File: src/rtl/fifo_pkg.sv
// Shared sizing helpers for the synchronous FIFO: ceiling log2 and the
// derived pointer and occupancy widths.
package fifo_pkg;

  function automatic int clog2(input int value);
    int r;
    int v;
    r = 0;
    v = value - 1;
    while (v > 0) begin
      r++;
      v = v >> 1;
    end
    return r;
  endfunction

  // Occupancy runs 0..WORDS inclusive, so it needs one more code than a pointer.
  function automatic int count_width(input int words);
    return clog2(words + 1);
  endfunction

  function automatic int ptr_width(input int words);
    return (words > 1) ? clog2(words) : 1;
  endfunction

endpackage

File: src/rtl/fifo_sync_param_mem.sv
// WORDS x N register array with one synchronous write port and one
// asynchronous read port; contents are never cleared.
module fifo_sync_param_mem
  import fifo_pkg::*;
#(
  parameter int N     = 8,
  parameter int WORDS = 4
) (
  input  logic                       clk,
  input  logic                       we,
  input  logic [ptr_width(WORDS)-1:0] wr_addr,
  input  logic [N-1:0]               wr_data,
  input  logic [ptr_width(WORDS)-1:0] rd_addr,
  output logic [N-1:0]               rd_data
);

  logic [N-1:0] mem [WORDS];

  // NOTE: storage has no reset; occupancy state alone decides which words are valid.
  always_ff @(posedge clk) begin
    if (we) begin
      mem[wr_addr] <= wr_data;
    end
  end

  assign rd_data = mem[rd_addr];

endmodule

File: src/rtl/fifo_sync_param.sv
// Synchronous first-word-fall-through FIFO with occupancy flags, MSB-word
// detection and sticky overflow/underflow errors.
module fifo_sync_param
  import fifo_pkg::*;
#(
  parameter int N         = 8,
  parameter int WORDS     = 4,
  parameter int AF_MARGIN = 1,
  parameter int AE_MARGIN = 1
) (
  input  logic                         CLK,
  input  logic                         RESET,
  input  logic [N-1:0]                 DIN,
  input  logic                         SI,
  input  logic                         SO,
  input  logic                         SLEEPER,
  output logic [N-1:0]                 DOUT,
  output logic                         IREADY,
  output logic                         OREADY,
  output logic [WORDS-1:0]             FOUT,
  output logic [count_width(WORDS)-1:0] COUNT,
  output logic                         AFULL,
  output logic                         AEMPTY,
  output logic                         DETECT1,
  output logic                         OVF,
  output logic                         UNF
);

  localparam int CW = count_width(WORDS);
  localparam int PW = ptr_width(WORDS);
  localparam logic [PW-1:0] LAST_PTR = PW'(WORDS - 1);

  logic [PW-1:0] wr_ptr;
  logic [PW-1:0] rd_ptr;
  logic [CW-1:0] count;
  logic [CW-1:0] msb_count;
  logic          ovf;
  logic          unf;
  logic          push;
  logic          pop;
  logic          push_msb;
  logic          pop_msb;
  logic [N-1:0]  rd_data;

  // Explicit wrap so a non power-of-two depth never walks past the last word.
  function automatic logic [PW-1:0] next_ptr(input logic [PW-1:0] ptr);
    return (ptr == LAST_PTR) ? '0 : ptr + 1'b1;
  endfunction

  assign push     = SI & IREADY;
  assign pop      = SO & OREADY;
  assign push_msb = push & DIN[N-1];
  assign pop_msb  = pop & rd_data[N-1];

  fifo_sync_param_mem #(
    .N     (N),
    .WORDS (WORDS)
  ) u_mem (
    .clk     (CLK),
    .we      (push & ~RESET),
    .wr_addr (wr_ptr),
    .wr_data (DIN),
    .rd_addr (rd_ptr),
    .rd_data (rd_data)
  );

  // NOTE: state registers use non-blocking assignments so every flop samples pre-edge values.
  always_ff @(posedge CLK) begin
    if (RESET) begin
      wr_ptr    <= '0;
      rd_ptr    <= '0;
      count     <= '0;
      msb_count <= '0;
      ovf       <= 1'b0;
      unf       <= 1'b0;
    end else begin
      if (push) wr_ptr <= next_ptr(wr_ptr);
      if (pop)  rd_ptr <= next_ptr(rd_ptr);

      if (push && !pop)      count <= count + 1'b1;
      else if (pop && !push) count <= count - 1'b1;

      if (push_msb && !pop_msb)      msb_count <= msb_count + 1'b1;
      else if (pop_msb && !push_msb) msb_count <= msb_count - 1'b1;

      if (SI && !IREADY) ovf <= 1'b1;
      if (SO && !OREADY) unf <= 1'b1;
    end
  end

  // NOTE: default assignment first so the loop cannot leave any bit unassigned and infer a latch.
  always_comb begin
    FOUT = '0;
    for (int i = 0; i < WORDS; i++) begin
      FOUT[i] = (count > CW'(i));
    end
  end

  assign COUNT   = count;
  assign IREADY  = (count != CW'(WORDS));
  assign OREADY  = (count != '0);
  assign DOUT    = OREADY ? rd_data : '0;
  assign AFULL   = (count >= CW'(WORDS - AF_MARGIN));
  assign AEMPTY  = (count <= CW'(AE_MARGIN));
  assign DETECT1 = SLEEPER | (msb_count != '0);
  assign OVF     = ovf;
  assign UNF     = unf;

endmodule

File: config.mk
export PLATFORM = sky130hd
export DESIGN_NAME = fifo_sync_param
export DESIGN_NICKNAME = d
export VERILOG_FILES = /design/src/rtl/fifo_pkg.sv /design/src/rtl/fifo_sync_param_mem.sv /design/src/rtl/fifo_sync_param.sv
export SDC_FILE = /design/constraint.sdc
export NUM_CORES = 1
export LEC_CHECK = 0
export CORE_ASPECT_RATIO = 0.9
export CORE_MARGIN = 2
export CORE_UTILIZATION = 40
export DETAILED_ROUTE_END_ITERATION = 10
export HOLD_SLACK_MARGIN = 0.1
export PLACE_DENSITY = 0.7
export SYNTH_ARGS = -nofsm -noshare
export SYNTH_HDL_FRONTEND = slang
export SYNTH_SLANG_ARGS = --single-unit
File: constraint.sdc
create_clock -name CLK -period 2.5 [get_ports CLK]
set_clock_uncertainty 0.05 [all_clocks]
set_input_delay 0.5 -clock CLK [delete_from_list [all_inputs] [get_ports CLK]]
set_output_delay 0.5 -clock CLK [all_outputs]
set_load 0.01 [all_outputs]
# Yosys cells after proc, flatten, opt, wreduce, memory -nomap -nowiden

Memory sizes are Yosys's and may differ from the RTL's. A register that Yosys moved wholly into a read port is not among the register bits.
Index checks and enable logic that the tools add are counted.

Register bits after elaboration: 12
RAM bits: 32
Input port bits: 13
Output and inout port bits: 22
Logic and storage cells: 56
Memories kept: 1

Add/sub/neg operators: 6
Order comparisons: 6
Equality and inequality tests: 3
Muxes and demuxes: 11
Bitwise gates (word level): 7
Reduce and logical (&&, ||, !) cells: 16

Memory list:

| memory    | depth | width | rd ports | clocked after memory_dff | wr ports | line                      | RTL |
|---|---|---|---|---|---|---|---|
| u_mem.mem | 4     | 8     | 1        | 1                        | 1        | fifo_sync_param_mem.sv:17 | `logic [N-1:0] mem [WORDS];` |

Operator list:

| operator            | number |
|---|---|
| $mux 3              | 4 |
| $mux 2              | 4 |
| $mux 8              | 1 |
| $add 3x1->3 const B | 2 |
| $gt 3x1->1 const B  | 2 |
| $gt 3x2->1 const B  | 2 |
| $logic_and 1x1->1   | 6 |
| $logic_not 1->1     | 6 |
| $reduce_bool 3->1   | 2 |
| $sub 3x1->3 const B | 2 |
| $and 1x1->1         | 5 |
| $add 2x1->2 const B | 2 |
| $eq 2x2->1 const B  | 2 |
| $reduce_bool 2->1   | 2 |
| $ge 3x2->1 const B  | 1 |
| $le 3x1->1 const B  | 1 |
| $ne 3x3->1 const B  | 1 |
| $mux 1              | 2 |
| $not 1->1           | 1 |
| $or 1x1->1          | 1 |

# Depth between registers and ports, before layout

Gate-level depths: netlist of the first run.

Depth in word-level cells: 7
Depth in mapped cells: 12
Mapped depth without buffers: 11

# By module

Synthesis of the first run repeated with hierarchy kept, for this count alone.

Cells, all modules: 134
Area, all modules: 1936.9 µm²

Modules (own cells, without submodules):

| module              | times used | cells an instance | area an instance (µm²) | seq. area each (µm²) |
|---|---|---|---|---|
| fifo_sync_param_mem | 1          | 46                | 1188.6                 | 960.9 |
| fifo_sync_param     | 1          | 88                | 748.2                  | 240.2 |

# Least setup slack after synthesis of the first run

Ideal clock, no wire load.

Kind: register to register
Start: register count[0], in the netlist COUNT[0]
End: register msb_count[2]
Library setup time: 0.070 ns
Data arrival time: 2.397 ns
Required time: 2.380 ns
Path slack: -0.016 ns
Stages on the path, launching flop included: 13
Cell sequence: dfxtp_1 > inv_1 > ha_1 > nor2b_1 > inv_1 > buf_2 > nand3_1 > ha_1 > inv_1 > fa_1 > xor2_1 > or3_1 > a21oi_1

Cells in the longest elaborated chain, start to end: 6
Elaborated cells on any way between the ends: 12
Classes of those cells: 1 x eq/ne; 1 x mux; 4 x bitwise; 6 x reduce/logical

RTL lines:

| element                                            | line                   | RTL |
|---|---|---|
| start: declaration                                 | fifo_sync_param.sv:35  | `logic [CW-1:0] count;` |
| start signal: assignment                           | fifo_sync_param.sv:80  | `if (push && !pop) count <= count + 1'b1;` |
| start signal: assignment                           | fifo_sync_param.sv:81  | `else if (pop && !push) count <= count - 1'b1;` |
| $reduce_bool 3->1 (*)                              | fifo_sync_param.sv:101 | `assign OREADY = (count != '0);` |
| named net OREADY                                   | fifo_sync_param.sv:19  | `output logic OREADY,` |
| $and 1x1->1 (*)                                    | fifo_sync_param.sv:51  | `assign pop = SO & OREADY;` |
| $and 1x1->1 (*)                                    | fifo_sync_param.sv:53  | `assign pop_msb = pop & rd_data[N-1];` |
| $logic_not 1->1                                    | fifo_sync_param.sv:83  | `if (push_msb && !pop_msb) msb_count <= msb_count + 1'b1;` |
| $logic_and 1x1->1                                  | fifo_sync_param.sv:83  |  |
| $mux 3 / $reduce_bool 2->1 (equally long branches) | -                      |  |
| end signal: assignment                             | fifo_sync_param.sv:83  |  |
| end signal: assignment                             | fifo_sync_param.sv:84  | `else if (pop_msb && !push_msb) msb_count <= msb_count - 1'b1;` |
| end: declaration                                   | fifo_sync_param.sv:36  | `logic [CW-1:0] msb_count;` |

Mark *: on every way through the listed nets, which the timed path passes. The rest lies on a longest branch.
A chain may end at the register's enable or synchronous reset.

# Final worst setup path of the first run

Start: input SLEEPER
End: output DETECT1

Cells in the longest elaborated chain, start to end: 1

RTL lines:

| element            | line                   | RTL |
|---|---|---|
| start: declaration | fifo_sync_param.sv:16  | `input logic SLEEPER,` |
| $or 1x1->1         | fifo_sync_param.sv:105 | `assign DETECT1 = SLEEPER \| (msb_count != '0);` |
| end: declaration   | fifo_sync_param.sv:24  | `output logic DETECT1,` |

No other way between the ends.

==> run summary, run 1 <==
Status: complete, no violations
Starting density of the core: 41.5%
Setup WS post-layout: 170 ps
Unrepaired setup endpoints after global routing: false
DP Worst Slack: -156 ps
Diodes inserted: 0
All-layer global routing usage: 14.3%
Slew margin rel.: 71.7%
PostCTS Resize Cnt: 9
Leading cell type in the layout, fill and taps excluded: edfxtp_1
Tot Pwr: 2.76 mW
CP required: 1950 ps
Final net count: 215
Die ar.: 5630 um^2
Cell Area, Synth: 2020 um^2
Post-CTS setup buffer count: 0
Worst setup startpoint: SLEEPER
Clock insertion delay at the later pin of the skew report: 290 ps
Sequential fraction of the synthesis area: 61.5%
1st-iter DRT viols: 24
CTS buffer count: 5
Top Metal Used: met4
Max IR drop VDD: 414 uV
Placed Instances: 247
Routed wl met2: 1920 um
Die height: 71.4 um
Core area: 4860 um^2
Tmin final: 2330 ps
Worst path arrival time: 1780 ps
WL/cell: 14.0 um
Metal1 wirelength: 1530 um
Fmax: 429 MHz
Vias in the first global route: 1,303
Cts hold-fix bufs: 0
Most frequent cells in the layout: edfxtp_1, clkdlybuf4s50_1, dfxtp_1, and2_1, nor2_1
Synth Area per Inst: 14.3 um^2
Slew Limit Fails: 0
Gr ovfl total: 0
Post-DP HPWL: 2570 um
Area Growth Syn to Fin: 30.5%
Row count: 24
Hold Path Origin: UNF
Setup CP Type: in2out
Critical-path cell list: clkdlybuf4s50_1 -> or4_1 -> clkdlybuf4s50_1
Worst path bufs/invs: 2
Yosys cell types: 30
H-tree depth: 2
Power per standard cell area: 1050 nW/um^2
Root Buffer: clkbuf_8
Worst setup SP type: input port
Final Routed Wirelength: 3570 um
Pre-Repair DR Iteration Count: 4
Crit path largest cell delay: 490 ps
Clock tree buffer depth: 2
Worst Tran Pin Value: 425 ps
Worst path slowest cell: clkdlybuf4s50_1
Number of synthesized register bits: 46
Storage cell area: 1240 um^2
YS warnings: 0
Critical path fanouts, max: 1
Worst r2r src: COUNT[0]
# fillers: 417
CP most frequent cell: clkdlybuf4s50_1
Layout cells sized above 1: 17.9%
Lkg Pwr: 1.05 nW
I/O pin count: 35
Initial antenna violation count: 0
Syn_nets: 167
Vias per inst: 4.71
Global-route wire length before repair: 6070 um
Gpl congestion: 0.756
Element type at the critical path end: primary output
Worst-path clk slew: 80 ps
Hold Fails Final Rpt: 0
Post-Layout Cell Count: 255
Via count: 1,201
Post-route DRC violation count: 0
IO Port Bufs: 34
CTS tree: done
Hold WC Path Type: reg2reg
Post-Synthesis Cells: 141
Multi-input gate area: 713 um^2
Pin count of the biggest net entering global routing: 15
Tcrit/Tclk final: 93.2%
Crit-path leading delay family: buffers and inverters
Chip width: 78.9 um
Max Cap Viol: 0
Clock sink total: 46
Post-route antenna net violation count: 0
Met3 WL: 99 um
Final setup vio count: 0
==> cell families after synthesis <==
group	share of synthesized area [%]
AOI/OAI and AO/OA	3.60
xor gates and xnor gates	1.74
adders and majority gates	8.44
buffers and inverters	3.60
DFF	61.5
muxes	10.9
and+or+nand+nor	10.2
==> registers in the layout, indices dropped and copies added (netlist names), named ones only <==
signal	count
wr_ptr	2
u_mem.mem	32
msb_count	3
UNF	1
OVF	1
rd_ptr	2
COUNT	3
==> Yosys cell counts <==
cell | instances | share of area, %
nor2b_1 | 1 | 0.31
nand3_1 | 2 | 0.50
nor3b_1 | 1 | 0.37
xor2_1 | 3 | 1.3
nor2_1 | 13 | 2.4
nor4b_1 | 1 | 0.43
a21oi_1 | 6 | 1.5
and2_1 | 13 | 4.0
buf_2 | 1 | 0.25
fa_1 | 1 | 0.99
inv_2 | 1 | 0.19
buf_4 | 2 | 0.74
clkbuf_1 | 1 | 0.19
inv_1 | 8 | 1.5
and2b_1 | 1 | 0.37
or3_1 | 1 | 0.31
a21boi_2 | 1 | 0.56
buf_6 | 1 | 0.56
xnor2_1 | 1 | 0.43
a31oi_1 | 1 | 0.31
o21ai_0 | 5 | 1.2
buf_1 | 1 | 0.19
mux4_2 | 8 | 8.9
or4_1 | 2 | 0.74
nand2_1 | 2 | 0.37
ha_1 | 12 | 7.4
edfxtp_1 | 32 | 48
mux2i_1 | 4 | 2.0
dfxtp_1 | 14 | 14
nand2b_1 | 1 | 0.31
==> power breakdown <==
| group | switching (mW) | leakage, nW | internal (mW) | total (mW) |
|---|---|---|---|---|
| Combinational | 0.564 | 0.589 | 0.677 | 1.24 |
| Clock | 0.240 | 0.0514 | 0.298 | 0.538 |
| Sequential | 0.0665 | 0.406 | 0.917 | 0.983 |
==> worst paths after layout <==
check / end / slack [ps] / cells after the start
hold / removal: UNF / 440 / 2
setup / recovery: DETECT1 / 170 / 3
setup reg to reg: msb_count[2] / 180 / 11
hold reg to reg: UNF / 440 / 2
==> area by class of cell <==
| class | instances | share of cell area [%] |
|---|---|---|
| clock buffer | 6 | 2.76 |
| clock inverter | 2 | 1.43 |
| inverter | 9 | 1.38 |
| multi-input combinational | 80 | 27.1 |
| sequential | 46 | 47.3 |
| tap | 65 | 3.09 |
| timing repair buffer | 47 | 17.0 |
==> stage by stage <==
step / hold slack (ps) / utilization (%) / setup TNS [ps] / area, um^2
finish: 442 / 54.1 / 0 / 2630
global route: 473 / 54.1 / 0 / 2630
CTS: 453 / 53.8 / 0 / 2620
detailed placement: 433 / 51.4 / -156 / 2500
global placement: 403 / 51.4 / -46.3 / 2500
floorplan: 397 / - / 0 / 2020
==> worst register-to-register path: stages (launching register included) <==
cell,delay [ps]
dfxtp_1,310
inv_1,100
ha_2,230
nor2b_4,180
inv_4,80
nand3_1,90
ha_1,170
inv_1,60
fa_1,370
xor2_1,160
or3_1,310
a21oi_1,140
==> per-layer routing <==
metal,vias up,GRT usage (%)
li1,602,-
met1,580,17.3
met2,17,24.7
met3,2,4.16
met4,0,4.60
met5,-,0
Note: power is estimated with default switching activity, not from simulation.
==> run 2, diff against run 1 <==
--- a/config.mk
+++ b/config.mk
@@ -5,12 +5,12 @@
 export SDC_FILE = /design/constraint.sdc
 export NUM_CORES = 1
 export LEC_CHECK = 0
-export CORE_ASPECT_RATIO = 0.9
 export CORE_MARGIN = 2
 export CORE_UTILIZATION = 40
 export DETAILED_ROUTE_END_ITERATION = 10
 export HOLD_SLACK_MARGIN = 0.1
-export PLACE_DENSITY = 0.7
+export PLACE_DENSITY = 0.66
+export SKIP_LAST_GASP = 1
 export SYNTH_ARGS = -nofsm -noshare
 export SYNTH_HDL_FRONTEND = slang
 export SYNTH_SLANG_ARGS = --single-unit
==> run summary, run 2 (synthesis gave the netlist of run 1 again) <==
Switching Share: 32.6%
Sequential Power Share: 35.4%
Gpl congestion: 0.721
Worst path arrival time: 2590 ps
Fmax: 415 MHz
Final Routed Wirelength: 3950 um
Die ar.: 5630 um^2
Core area: 4790 um^2
Pre-Repair DR Iteration Count: 4
Row count: 25
Chip width: 75.0 um
Crit path largest cell delay: 540 ps
Worst hold slack: 444 ps
R2R cell count: 8
Clock sink total: 46
Worst setup SP type: flop
Area Growth Syn to Fin: 31.8%
Final net count: 220
Most frequent cells in the layout: edfxtp_1, clkdlybuf4s50_1, buf_4
Pin count of the biggest net entering global routing: 15
Gr ovfl total: 0
Layout cells sized above 1: 20.5%
Via count: 1,275
Max IR drop VDD: 553 uV
Hold WC Path Type: reg2reg
Cts hold-fix bufs: 0
I/O pin count: 35
IO Port Bufs: 34
Critical-path cell list: mux4_2 -> nand3_1 -> ha_2 -> inv_1 -> fa_1 -> xor2_1 -> or3_1 -> a21oi_1
Unrepaired setup endpoints after global routing: true
Final setup vio count: 0
Critical path fanouts, max: 3
1st-iter DRT viols: 84
Starting density of the core: 42.1%
Worst-path clk slew: 80 ps
Diodes inserted: 0
H-tree depth: 2
Lkg Pwr: 1.04 nW
Slew margin rel.: 73.1%
Vias per inst: 4.87
Hold Fails Final Rpt: 0
Combinational share of power: 48.7%
Hold Path Origin: OVF
Slew Limit Fails: 0
Worst path slowest cell: mux4_2
WHS Path Cells: 2
Tcrit/Tclk final: 96.3%
All-layer global routing usage: 15.3%
Max Cap Viol: 0
Final TNS setup: 0 ps
Clock tree buffer depth: 2
CTS tree: done
Most flops, register: u_mem.mem
Post-route DRC violation count: 0
Max FFs per register: 32
Design Area, Final: 2660 um^2
Post-route antenna net violation count: 0
Clock insertion delay at the later pin of the skew report: 290 ps
WL/cell: 15.1 um
Die height: 75.0 um
Reg2reg end: msb_count[2]
Dpl cell area: 2540 um^2
Post-DP HPWL: 2880 um
Design internal power: 1.89 mW
Hold Path Sink: OVF
CTS buffer count: 5
Flop-to-flop setup slack: 90 ps
Clk pwr share: 15.9%
Root Buffer: clkbuf_8
Element type at the critical path end: flop
Setup CP Type: reg2reg
Worst Tran Pin Value: 402 ps
Tmin final: 2410 ps
Final core utilization: 55.6%
NetSw: 913 uW
CP required: 2680 ps
Status: complete, no violations
Power per standard cell area: 1050 nW/um^2
Initial antenna violation count: 0
Global-route wire length before repair: 6180 um
Leading cell type in the layout, fill and taps excluded: edfxtp_1
Vias in the first global route: 1,272
==> run 2: per-layer routing <==
layer	part of all wire [%]	vias to the layer above	track usage (%)
met3	3.2	2	3.61
met4	0.68	0	5.36
li1	-	609	-
met2	55	28	27.2
met1	41	636	18.1
met5	0	-	0
==> run 2: how the worst max path moves through the flow <==
stage                     startpoint            to  cells past startpoint
after floorplan             COUNT[0]  msb_count[2]                     12
final                           flop  msb_count[2]                      8
after detailed placement          SI  msb_count[2]                      9
after CTS                   COUNT[0]        OREADY                      7
after global placement            SI  msb_count[2]                      9
after global routing        COUNT[2]       FOUT[3]                      4
==> run 2: metrics by stage <==
step	setup WS (ps)	total power, mW	std cells
2_1_floorplan	38.3	1.68	141
3_3_place_gp	-50.0	2.28	252
3_5_place_dp	-158	2.33	252
4_1_cts	-11.5	2.79	261
5_1_grt	-6.39	3.00	262
6_report	93.0	2.80	262
==> run 2: area by class of cell <==
type                    instances  area [um^2]
flip-flops and latches         46         1240
clock buffers                   6         72.6
repair buffers                 52          497
clock inverters                 2         13.8
inverters                       9         33.8
well taps                      67         83.8
multi-input cells              80          716
fillers                       408         2130
==> run 2: timing repair <==
item,in CTS,in global routing
gates resized for setup,10,5
setup buffers,1,1
endpoints found under the setup margin,8,8
gates cloned,0,0
endpoints found under the hold margin,0,0
==> run 2: worst max-delay path, delay by kind of cell, from the launching register on <==
kind                     cells  cell delay (ps)
XOR/XNOR                     1              160
flip-flops                   1              390
adder cells (fa/ha/maj)      2              560
AO/OA/AOI/OAI                1              150
multiplexers                 1              540
AND/OR/NAND/NOR              2              450
buffers and inverters        1               50
==> run 2: power by group through the flow <==
stage	sequential, mW	combinational [mW]	clock [mW]
6_report	0.991	1.36	0.446
2_1_floorplan	1.00	0.679	0
3_3_place_gp	0.996	1.28	0
3_5_place_dp	1.00	1.33	0
5_1_grt	1.00	1.50	0.491
4_1_cts	0.988	1.35	0.454
==> run 3, diff against run 2 <==
--- a/config.mk
+++ b/config.mk
@@ -5,11 +5,13 @@
 export SDC_FILE = /design/constraint.sdc
 export NUM_CORES = 1
 export LEC_CHECK = 0
+export CELL_PAD_IN_SITES_DETAIL_PLACEMENT = 0
+export CELL_PAD_IN_SITES_GLOBAL_PLACEMENT = 1
 export CORE_MARGIN = 2
-export CORE_UTILIZATION = 40
+export CORE_UTILIZATION = 38
 export DETAILED_ROUTE_END_ITERATION = 10
 export HOLD_SLACK_MARGIN = 0.1
-export PLACE_DENSITY = 0.66
+export PLACE_DENSITY_LB_ADDON = 0.1
 export SKIP_LAST_GASP = 1
 export SYNTH_ARGS = -nofsm -noshare
 export SYNTH_HDL_FRONTEND = slang
==> run summary, run 3 (synthesis gave the netlist of run 1 again) <==
Post-route antenna net violation count: 0
Via count: 1,262
Slew Limit Fails: 0
Clk pwr share: 16.4%
Starting density of the core: 39.5%
Critical path fanouts, max: 6
Layout cells sized above 1: 23.0%
All-layer global routing usage: 14.3%
CTS tree: done
Tcrit/Tclk final: 95.6%
Combinational share of power: 47.6%
Most flops, register: u_mem.mem
Worst path slowest cell: mux4_2
WHS Path Cells: 2
Post-route DRC violation count: 0
Setup CP Type: reg2out
Row count: 26
Crit-path leading delay family: buffers and inverters
Die height: 76.9 um
Reg2reg end: msb_count[2]
Hold Path Origin: UNF
Hold WC Path Type: reg2reg
Critical-path cell list: buf_8 -> buf_4 -> mux4_2 -> and2_1 -> dlygate4sd2_1
H-tree depth: 2
Slew margin rel.: 79.5%
Worst path arrival time: 1840 ps
Leading cell type in the layout, fill and taps excluded: edfxtp_1
Max IR drop VDD: 450 uV
Switching Share: 32.4%
Pin count of the biggest net entering global routing: 15
Clock sink total: 46
Post-DP HPWL: 2800 um
Final Routed Wirelength: 3760 um
Chip width: 76.9 um
Max FFs per register: 32
Power per standard cell area: 1010 nW/um^2
Post-Layout Cell Count: 270
WL/cell: 13.9 um
Final net count: 225
Worst-path clk slew: 80 ps
Die ar.: 5910 um^2
Crit path largest cell delay: 490 ps
Vias per inst: 4.67
Root Buffer: clkbuf_8
CP required: 1950 ps
Vias in the first global route: 1,338
Cts hold-fix bufs: 0
Worst setup SP type: flop
Global-route wire length before repair: 6470 um
Tmin final: 2390 ps
Gpl congestion: 0.717
Sequential Power Share: 36.1%
Element type at the critical path end: primary output
Core area: 5110 um^2
DP Worst Slack: -153 ps
Worst path bufs/invs: 3
Fmax: 418 MHz
NetSw: 874 uW
Diodes inserted: 0
R2R cell count: 11
Design internal power: 1.83 mW
Pre-Repair DR Iteration Count: 4
Worst Tran Pin Value: 304 ps
Tot Pwr: 2.70 mW
Placed Instances: 259
Clock insertion delay at the later pin of the skew report: 300 ps
Hold Path Sink: UNF
Flop-to-flop setup slack: 150 ps
Gr ovfl total: 0
IO Port Bufs: 34
I/O pin count: 35
CTS buffer count: 5
Initial antenna violation count: 0
Lkg Pwr: 1.06 nW
Final setup vio count: 0
1st-iter DRT viols: 65
Setup WS post-layout: 110 ps
Status: complete, no violations
Unrepaired setup endpoints after global routing: false
Max Cap Viol: 0
Area Growth Syn to Fin: 33.0%
Most frequent cells in the layout: edfxtp_1, clkdlybuf4s50_1, buf_4
Worst r2r src: COUNT[0]
Hold Fails Final Rpt: 0
Clock tree buffer depth: 2
run 3: power by group through the flow:
stage                     sequential, mW  combinational (mW)  clock (mW)
after floorplan                     1.00               0.679           0
after global placement             0.983                1.28           0
after detailed placement           0.987                1.30           0
after CTS                          0.975                1.30       0.458
after global routing               0.986                1.43       0.489
final                              0.973                1.28       0.441
run 3: worst max-delay path by stage:
stage | from | end | slack [ps] | cells after the start
global route | COUNT[1] | msb_count[2] | 10 | 11
global placement | SI | msb_count[2] | -80 | 9
detailed placement | SI | msb_count[2] | -150 | 9
CTS | COUNT[0] | DOUT[6] | -30 | 7
finish | flop | DOUT[2] | 110 | 5
floorplan | COUNT[0] | msb_count[2] | 40 | 12
run 3: worst min-delay path, stage by stage, from the launching register on:
cell	delay [ps]
dfxtp_1	330
a21oi_1	40
nor2_1	70
run 3: metrics by stage:
stage          hold slack (ps)  TNS (ps)  instance area, um^2  util (%)
6_report                   430         0                 2680      52.5
5_1_grt                    478         0                 2680      52.5
4_1_cts                    435     -26.2                 2670      52.3
3_5_place_dp               412      -153                 2560      50.1
3_3_place_gp               404     -75.1                 2560      50.1
2_1_floorplan              397         0                 2020         -
run 3: cell type report:
cell class / instances / area (um^2)
Clock buffer: 6 / 72.6
Clock inverter: 2 / 13.8
Fill cell: 461 / 2420
Inverter: 9 / 33.8
Multi-Input combinational cell: 80 / 718
Sequential cell: 46 / 1240
Tap cell: 70 / 87.6
Timing Repair Buffer: 57 / 514
run 3: what timing repair did:
action | in CTS | in global routing
endpoints found under the setup margin | 10 | 2
hold endpoints to repair | 0 | 0
gates resized for setup | 12 | 4
buffers inserted | 3 | 0
pin swaps | 0 | 0
run 3: layer usage:
layer / vias up / GRT usage, % / wire, um
met1: 611 / 16.6 / 1660
li1: 620 / - / -
met3: 6 / 4.00 / 147
met2: 25 / 25.0 / 1890
met4: 0 / 5.45 / 59
met5: - / 0 / 0
